`src/rtl/div_pkg.sv`:
```
// Shared definitions for the sequential restoring divider: FSM state
// encoding and the iteration-counter width.
package div_pkg;

    typedef enum logic [1:0] {
        S_IDLE  = 2'd0,
        S_CALC  = 2'd1,
        S_FIXUP = 2'd2,
        S_DONE  = 2'd3
    } div_state_e;

    localparam int DIV_WIDTH_DEF = 8;
    localparam int DIV_CNT_W     = $clog2(DIV_WIDTH_DEF + 1);

    // Counter width able to hold 0..width
    function automatic int div_cnt_width(input int width);
        return $clog2(width + 1);
    endfunction

endpackage

```
`src/rtl/m_div_step.sv`:
```
// One combinational restoring-division step: shift the next dividend bit
// into the partial remainder, trial-subtract the divisor and keep the
// difference only when it is non-negative.
module m_div_step #(
    parameter int WIDTH = 8
) (
    input  logic [WIDTH:0]   rem_in,
    input  logic             bit_in,
    input  logic [WIDTH-1:0] divisor,
    output logic [WIDTH:0]   rem_out,
    output logic             q_bit
);

    localparam int RW = WIDTH + 1;

    logic [WIDTH+1:0] shifted_s;
    logic [WIDTH+1:0] divisor_ext_s;

    // Trial subtraction; a quotient bit of 1 means the subtraction is kept
    always_comb begin
        shifted_s     = {rem_in, bit_in};
        divisor_ext_s = {2'b00, divisor};
        q_bit         = (shifted_s >= divisor_ext_s);
        if (q_bit) begin
            rem_out = RW'(shifted_s - divisor_ext_s);
        end else begin
            rem_out = RW'(shifted_s);
        end
    end

endmodule

```
`src/rtl/m_seq_divider.sv`:
```
// Multi-cycle restoring divider, one quotient bit per clock, MSB first.
// Sequence IDLE -> CALC (WIDTH cycles) -> FIXUP -> DONE; a zero divisor
// jumps straight to DONE. Define DIV_SIGNED_EN to honour signed_op
// (magnitudes divided, signs applied in FIXUP); otherwise every operation
// is unsigned and signed_op is ignored, with identical latency.
module m_seq_divider
    import div_pkg::*;
#(
    parameter int WIDTH = 8
) (
    input  logic             clk,
    input  logic             reset,
    input  logic             start,
    input  logic [WIDTH-1:0] dividend,
    input  logic [WIDTH-1:0] divisor,
    input  logic             signed_op,
    output logic [WIDTH-1:0] quotient,
    output logic [WIDTH-1:0] remainder,
    output logic             busy,
    output logic             done,
    output logic             div_by_zero
);

    localparam int               CW       = div_cnt_width(WIDTH);
    localparam logic [CW-1:0]    LAST_CNT = CW'(WIDTH - 1);
    localparam logic [WIDTH-1:0] ZERO_W   = {WIDTH{1'b0}};
    localparam logic [WIDTH-1:0] ONES_W   = {WIDTH{1'b1}};

    div_state_e       state_r, next_state_s;
    logic [CW-1:0]    cnt_r;
    logic [WIDTH-1:0] dvd_r;        // dividend shift register, fills with quotient bits
    logic [WIDTH-1:0] dvs_r;        // divisor magnitude
    logic [WIDTH:0]   rem_r;        // partial remainder
    logic             neg_q_r, neg_r_r;
    logic [WIDTH-1:0] quotient_r, remainder_r;
    logic             busy_r, done_r, dbz_r;

    logic             accept_s, div_zero_s;
    logic [WIDTH-1:0] dvd_mag_s, dvs_mag_s;
    logic             neg_q_s, neg_r_s;
    logic [WIDTH:0]   step_rem_s;
    logic             step_q_s;

    assign accept_s   = start && ((state_r == S_IDLE) || (state_r == S_DONE));
    assign div_zero_s = (divisor == ZERO_W);

`ifdef DIV_SIGNED_EN
    logic dvd_neg_s, dvs_neg_s;

    // Operand magnitudes and result sign flags for two's-complement divides
    always_comb begin
        dvd_neg_s = signed_op & dividend[WIDTH-1];
        dvs_neg_s = signed_op & divisor[WIDTH-1];
        dvd_mag_s = dvd_neg_s ? (ZERO_W - dividend) : dividend;
        dvs_mag_s = dvs_neg_s ? (ZERO_W - divisor) : divisor;
        neg_q_s   = dvd_neg_s ^ dvs_neg_s;
        neg_r_s   = dvd_neg_s;
    end
`else
    logic unused_signed_op_s;

    // Unsigned-only build: operands pass straight through, no sign fixup
    always_comb begin
        unused_signed_op_s = signed_op;
        dvd_mag_s          = dividend;
        dvs_mag_s          = divisor;
        neg_q_s            = 1'b0;
        neg_r_s            = 1'b0;
    end
`endif

    m_div_step #(.WIDTH(WIDTH)) u_step (
        .rem_in  (rem_r),
        .bit_in  (dvd_r[WIDTH-1]),
        .divisor (dvs_r),
        .rem_out (step_rem_s),
        .q_bit   (step_q_s)
    );

    // Next-state logic
    always_comb begin
        next_state_s = state_r;
        case (state_r)
            S_IDLE, S_DONE: begin
                if (start) begin
                    next_state_s = div_zero_s ? S_DONE : S_CALC;
                end else begin
                    next_state_s = S_IDLE;
                end
            end
            S_CALC: begin
                if (cnt_r == LAST_CNT) begin
                    next_state_s = S_FIXUP;
                end else begin
                    next_state_s = S_CALC;
                end
            end
            S_FIXUP: next_state_s = S_DONE;
            default: next_state_s = S_IDLE;
        endcase
    end

    // State register with registered busy/done decodes
    always_ff @(posedge clk or posedge reset) begin
        if (reset) begin
            state_r <= S_IDLE;
            busy_r  <= 1'b0;
            done_r  <= 1'b0;
        end else begin
            state_r <= next_state_s;
            busy_r  <= (next_state_s == S_CALC) || (next_state_s == S_FIXUP);
            done_r  <= (next_state_s == S_DONE);
        end
    end

    // Operand latch, iteration datapath and result registers
    always_ff @(posedge clk or posedge reset) begin
        if (reset) begin
            cnt_r       <= {CW{1'b0}};
            dvd_r       <= ZERO_W;
            dvs_r       <= ZERO_W;
            rem_r       <= {(WIDTH+1){1'b0}};
            neg_q_r     <= 1'b0;
            neg_r_r     <= 1'b0;
            quotient_r  <= ZERO_W;
            remainder_r <= ZERO_W;
            dbz_r       <= 1'b0;
        end else if (accept_s) begin
            cnt_r   <= {CW{1'b0}};
            dvd_r   <= dvd_mag_s;
            dvs_r   <= dvs_mag_s;
            rem_r   <= {(WIDTH+1){1'b0}};
            neg_q_r <= neg_q_s;
            neg_r_r <= neg_r_s;
            dbz_r   <= div_zero_s;
            if (div_zero_s) begin
                quotient_r  <= ONES_W;
                remainder_r <= dividend;
            end else begin
                quotient_r  <= quotient_r;
                remainder_r <= remainder_r;
            end
        end else if (state_r == S_CALC) begin
            cnt_r <= cnt_r + {{(CW-1){1'b0}}, 1'b1};
            rem_r <= step_rem_s;
            dvd_r <= {dvd_r[WIDTH-2:0], step_q_s};
        end else if (state_r == S_FIXUP) begin
            quotient_r  <= neg_q_r ? (ZERO_W - dvd_r) : dvd_r;
            remainder_r <= neg_r_r ? (ZERO_W - rem_r[WIDTH-1:0]) : rem_r[WIDTH-1:0];
        end else begin
            cnt_r <= cnt_r;
        end
    end

    assign quotient    = quotient_r;
    assign remainder   = remainder_r;
    assign busy        = busy_r;
    assign done        = done_r;
    assign div_by_zero = dbz_r;

endmodule

```
`config.mk`:
```
export PLATFORM = sky130hd
export DESIGN_NAME = m_seq_divider
export DESIGN_NICKNAME = d
export VERILOG_FILES = /design/src/rtl/div_pkg.sv /design/src/rtl/m_div_step.sv /design/src/rtl/m_seq_divider.sv
export SDC_FILE = /design/constraint.sdc
export NUM_CORES = 1
export LEC_CHECK = 0
export BUFFER_PORTS_ARGS = -buffer_cell sky130_fd_sc_hd__buf_2
export CAP_MARGIN = 5
export CORE_MARGIN = 5
export CORE_UTILIZATION = 53
export CTS_BUF_LIST = sky130_fd_sc_hd__clkbuf_8
export CTS_CLUSTER_DIAMETER = 120
export DETAILED_ROUTE_END_ITERATION = 6
export PLACE_DENSITY = 0.78
export REMOVE_ABC_BUFFERS = 1
export SYNTH_ARGS = -nofsm -noshare
export SYNTH_HDL_FRONTEND = slang
export SYNTH_SLANG_ARGS = --single-unit
```
`constraint.sdc`:
```
create_clock -name clk -period 1.99 [get_ports clk]
set_input_delay 0.199 -clock clk [delete_from_list [all_inputs] [get_ports clk]]
set_output_delay 0.199 -clock clk [all_outputs]
set_load 0.005 [all_outputs]
```
==> results.yml, run 1 <==
run:
  drv_cap: 0
sta:
  min_period_ps: 1950
  timing.final.crit_share_pct: 97.9
  fin_skew_ps: 10.6
  report.final.slew_viol_count: 0
  max_slew_margin_pct: 71.6
  final.setup.tns_ps: 0
  worst_hold_slack_ps: 114
  hold_violations: 0
  setup_violations: 0
  tightest_slew_ps: 423
  setup_ws_ps: 41.3
  fmax_mhz: 513
  rsz0062_at_grt: "yes"
place:
  pre_cts_slack_ps: -47.7
  gp_congestion: 0.840
  hpwl_microns: 4410
  port_buffers: 37
  place_area_sq_um: 3110
yosys:
  synth.area.top_cells: "dfrtp_1 (47%), ha_1 (5.6%), nand2_1 (4.5%), o21ai_0 (4.3%), nor2_1 (4.2%)"
  ys_warn_count: 0
  synth_edf_count: 0
  yosysMostFrequentCell: "dfrtp_1"
  syn_area_sq_um: 2670
  ys_seq_area_share_pct: 46.9
  synthCells: 291
  avgSynthCellArea_sq_um: 9.17
  synth_top_area_share_pct: 46.9
  ys_ff_latch: 50
  synthFlopType: "dfrtp_1"
  ys_top_cells_by_count: "dfrtp_1 (50), nand2_1 (32), nor2_1 (30)"
  synth_largest_area_cell: "dfrtp_1"
  synth.distinct_cells: 45
  async_reset_ff_share_pct: 100
floorplan:
  placementRows: 25
  start_util_pct: 55.4
  ios: 39
  core_sq_um: 4820
  die_area_sq_um: 6550
  die_h_microns: 81.0
  dieWidth_microns: 81.0
finish:
  nNetsFinal: 385
  fin_area_sq_um: 3320
  fillers: 404
  drive_above_1_share_pct: 26.6
  n_antenna_cell: 0
  syn_to_final_growth_pct: 24.3
route:
  drc: 0
  dr.pass1.iters: 4
  num_vias: 2274
  vias_per_cell: 5.41
  drt-initial-drc-count: 128
  antenna_left: 0
  wl_per_cell_microns: 14.1
  wl_microns: 5920
setup_path:
  r2r_start: "dvd_r[7]"
  worstPathRequired_ps: 2220
  critPathCaptureType: "flop"
  crit_path_start: "dvd_r[7]"
  worst-path-max-fanout: 6
  cp.arrival_ps: 2180
  cp-start-kind: "flop"
  worstSetupPathType: "flop to flop"
cts:
  clockBufferDepth: 2
  clock-sinks: 50
  cts_tree: "built"
  clk_pin_slew_ps: 100
  clock_latency_ps: 300
  cts_buffers: 5
  cts_root_buffer: "clkbuf_8"
  h-tree-depth: 2
grt:
  grt_max_degree: 33
  grt_usage_pct: 20.0
  first_global_vias: 2252
  antenna_found_initial: 0
  grt_pass1_wl_microns: 10300
  gr-total-overflow: 0
worst_hold_path:
  min_from: "divisor[6]"
  hold_class: "primary input to flop"
run_status:
  status: "finished, final reports clean"
power:
  p_sw_share_pct: 42.0
  p_int_w: 0.00341
  combPwrFrac_pct: 61.7
  p_per_area_nw_per_um2: 1770
  power_frac_seq_pct: 28.2
  p_clk_share_pct: 10.0
  total_power_w: 0.00588
  peakVddDrop_mv: 0.920
  switchingPower_w: 0.00247
  p_leak_nw: 1.61
-- area by class of cell --
cell class              instances  area [sq um]  share of cell area, %
clock buffers                   5          68.8                   2.07
clock inverters                 3          21.3                  0.641
inverters                      13          48.8                   1.47
multi-input cells             211          1390                   41.8
flip-flops and latches         50          1250                   37.7
well taps                      67          83.8                   2.53
repair buffers                 71           457                   13.8
-- what timing repair did --
| action | CTS | global route |
|---|---|---|
| gates resized for setup | 6 | 10 |
| setup buffers | 0 | 1 |
| endpoints found under the hold margin | 16 | 0 |
| endpoints found under the setup margin | 9 | 9 |
| pin swaps | 1 | 6 |
| hold buffers | 1 | 0 |
| gates cloned | 0 | 1 |
-- state kept, by name, indices dropped and copies added (netlist names), 2 cells and up --
register   cells
cnt_r          4
dvd_r          8
dvs_r          8
quotient       8
rem_r          9
remainder      8
state_r        2
-- metrics by stage --
step,instances,util [%]
final,420,68.9
after global routing,420,68.9
after CTS,418,67.1
after detailed placement,409,64.6
after global placement,409,64.6
after floorplan,274,-
-- power by group through the flow --
stage | Combinational [W] | Sequential, W | Clock, W
6_report | 0.00363 | 0.00166 | 0.000590
5_1_grt | 0.00403 | 0.00171 | 0.000649
4_1_cts | 0.00335 | 0.00164 | 0.000612
3_5_place_dp | 0.00324 | 0.00166 | 0
3_3_place_gp | 0.00313 | 0.00164 | 0
2_1_floorplan | 0.00212 | 0.00163 | 0
-- path summary, 6_finish.rpt --
path,to,depth (start not counted),slack [ps]
hold reg to reg,div_by_zero,2,490
hold / removal,dvs_r[6],3,110
min in group asynchronous,quotient[0],3,410
setup reg to reg,rem_r[6],8,40
max in group asynchronous,rem_r[3],4,1000
setup / recovery,rem_r[6],8,40
-- cells in the final DEF (no fill, tap or decap), types with 3 or more instances in the layout --
cell type / instances
mux2i_1: 9
clkbuf_8: 5
dfrtp_1: 50
nand2_1: 32
nor2b_1: 5
o21ai_1: 8
nor2_1: 30
o21ai_0: 23
ha_4: 3
o22ai_1: 3
buf_2: 38
xor2_1: 3
inv_1: 11
buf_4: 30
nand3_1: 10
nand4_1: 3
a21oi_1: 12
ha_1: 9
nor3b_1: 4
xnor2_1: 4
and3_1: 3
nand3b_1: 4
a31oi_1: 15
-- cell families (layout without fill, tap and decap cells) --
kind of cell    Yosys count  after routing  synth area share (%)
xor+xnor                  7              7                  2.30
fa+ha+maj                13             13                  6.38
simple gates            103            103                  18.5
mux                       9              9                  3.38
buf+inv                  30             92                  4.55
compound gates           79             79                  18.0
flops                    50             50                  46.9
-- worst max-delay path, stage by stage (launching register included) --
cell and delay, ps:
dfrtp_1 370, inv_2 60, ha_4 160, fa_2 350, nand2b_4 160, o2bb2ai_4 140
a21o_4 230, a22o_1 240, a31oi_1 160
-- layer usage --
metal	global-route usage [%]	part of all wire [%]	up-vias
met5	0	0	-
met4	6.93	1.1	0
met3	3.66	4.1	6
met2	32.3	48	46
met1	26.9	47	1073
li1	-	-	1149
(Power assumes the default switching activity.)
==> run 2: changes to the inputs <==
--- a/config.mk
+++ b/config.mk
@@ -9,2 +9,3 @@
 export CAP_MARGIN = 5
+export CORE_ASPECT_RATIO = 0.9
 export CORE_MARGIN = 5
==> constraint.sdc (replaced) <==
create_clock -name clk -period 1.99 [get_ports clk]
set_input_delay 0.0995 -clock clk [delete_from_list [all_inputs] [get_ports clk]]
set_output_delay 0.0995 -clock clk [all_outputs]
set_load 0.005 [all_outputs]
==> results.yml, run 2 (synthesized netlist as in run 1, its figures left out) <==
route:
  wl_microns: 6530
  vias_per_cell: 5.64
  dr.pass1.iters: 4
  num_vias: 2370
  drt-initial-drc-count: 196
  antenna_left: 0
  drc: 0
  wl_per_cell_microns: 15.5
finish:
  n_antenna_cell: 0
  final_common_cell: "dfrtp_1"
  fin_area_sq_um: 3410
  syn_to_final_growth_pct: 27.8
  largest_reg_flops: 9
  top_register: "rem_r"
  drive_above_1_share_pct: 28.7
  fin_cells: 420
  nNetsFinal: 387
  mostFrequentLayoutCells: "dfrtp_1 (50), buf_2 (37), nand2_1 (32), nor2_1 (30), buf_4 (30)"
place:
  hpwl_microns: 4440
  port_buffers: 37
  dpl.cell_count: 405
  gp_congestion: 0.804
  place_area_sq_um: 3090
worst_hold_path:
  min_from: "divisor[1]"
  hold_class: "primary input to flop"
run_status:
  violations: "setup timing"
  status: "finished, violations left"
grt:
  gr-total-overflow: 0
  grt_pass1_wl_microns: 10700
  antenna_found_initial: 0
  grt_max_degree: 45
  grt_usage_pct: 20.2
  first_global_vias: 2311
setup_path:
  cp.arrival_ps: 2220
  timing.rr.end: "rem_r[8]"
  worstSetupPathType: "flop to flop"
  critPathCaptureType: "flop"
  crit_path_start: "dvs_r[0]"
  worstPathRequired_ps: 2180
  worst-path-max-fanout: 3
  cp-start-kind: "flop"
  r2r_slack_ps: -40
  reg2reg_depth: 8
  endpoint: "rem_r[8]"
  r2r_start: "dvs_r[0]"
sta:
  report.final.slew_viol_count: 0
  setup_violations: 3
  fmax_mhz: 492
  tightest_slew_ps: 571
  rsz0062_at_grt: "yes"
  max_slew_margin_pct: 61.9
  fin_skew_ps: 4.44
  timing.final.crit_share_pct: 102
  final.setup.tns_ps: -57.3
  setup_ws_ps: -42.0
  worst_hold_slack_ps: 14.8
  hold_violations: 0
  min_period_ps: 2030
cts:
  clock-sinks: 50
  clock_latency_ps: 310
  cts_root_buffer: "clkbuf_8"
  clockBufferDepth: 2
  cts_tree: "built"
  clk_pin_slew_ps: 90
  h-tree-depth: 2
  cts_buffers: 5
floorplan:
  die_area_sq_um: 6560
  core_sq_um: 4860
  die_h_microns: 77.3
  dieWidth_microns: 84.8
  ios: 39
  placementRows: 24
  start_util_pct: 54.9
power:
  peakVddDrop_mv: 1.06
  p_per_area_nw_per_um2: 1840
  p_leak_nw: 1.65
run:
  drv_cap: 0
-- run 2: cell count changes in the layout (fill, tap and decap cells not counted), sizes merged --
| cell | delta |
|---|---|
| dlygate4sd3 | +2 |
| clkinv | -2 |
| clkbuf | +3 |
| clkinvlp | -1 |
-- run 2: worst min path at each step --
stage | endpoint | slack [ps] | cells past startpoint
floorplan | dvs_r[0] | 200 | 2
CTS | dvs_r[5] | 8 | 3
finish | dvs_r[1] | 10 | 3
global placement | dvd_r[4] | 180 | 2
global route | dvd_r[1] | 10 | 3
detailed placement | dvd_r[4] | 180 | 2
-- run 2: final cells by class --
class	count	area, sq um
Clock buffer	8	110
Fill cell	389	1450
Inverter	13	48.8
Multi-Input combinational cell	211	1440
Sequential cell	50	1250
Tap cell	65	81.3
Timing Repair Buffer	73	483
-- run 2: layer usage --
layer / wire length (microns) / track usage (%) / up-vias / share of wire (%)
met5: 0 / 0 / - / 0
met4: 52 / 4.27 / 0 / 0.80
met3: 313 / 5.04 / 5 / 4.8
met2: 3190 / 32.8 / 60 / 49
met1: 2970 / 27.5 / 1150 / 45
li1: - / - / 1155 / -
-- run 2: critical path, cell delays in order, from the launching register on --
cell	delay, ps
dfrtp_1	430
ha_4	180
fa_2	370
nand2b_4	170
o2bb2ai_4	150
buf_4	170
o21bai_4	120
xor2_1	210
o21ai_1	120
-- run 2: stage by stage --
stage | utilization [%] | total power (W) | setup WS, ps
global route | 70.1 | 0.00673 | -113
global placement | 63.6 | 0.00475 | -4.63
detailed placement | 63.6 | 0.00487 | -52.2
CTS | 67.2 | 0.00572 | 11.1
finish | 70.1 | 0.00626 | -42.0
floorplan | - | 0.00375 | -552
-- run 2: what timing repair did --
item / 4_1_cts / 5_1_grt
setup buffers: 1 / 3
hold endpoints to repair: 26 / 1
gates resized for setup: 6 / 19
setup endpoints to repair: 9 / 10
hold buffers: 2 / 1
pin swaps: 1 / 8
-- run 2: power breakdown --
part / internal, W / leakage, nW / switching (W)
Sequential: 0.00140 / 0.649 / 0.000280
Clock: 0.000351 / 0.0575 / 0.000334
Combinational: 0.00187 / 0.938 / 0.00202
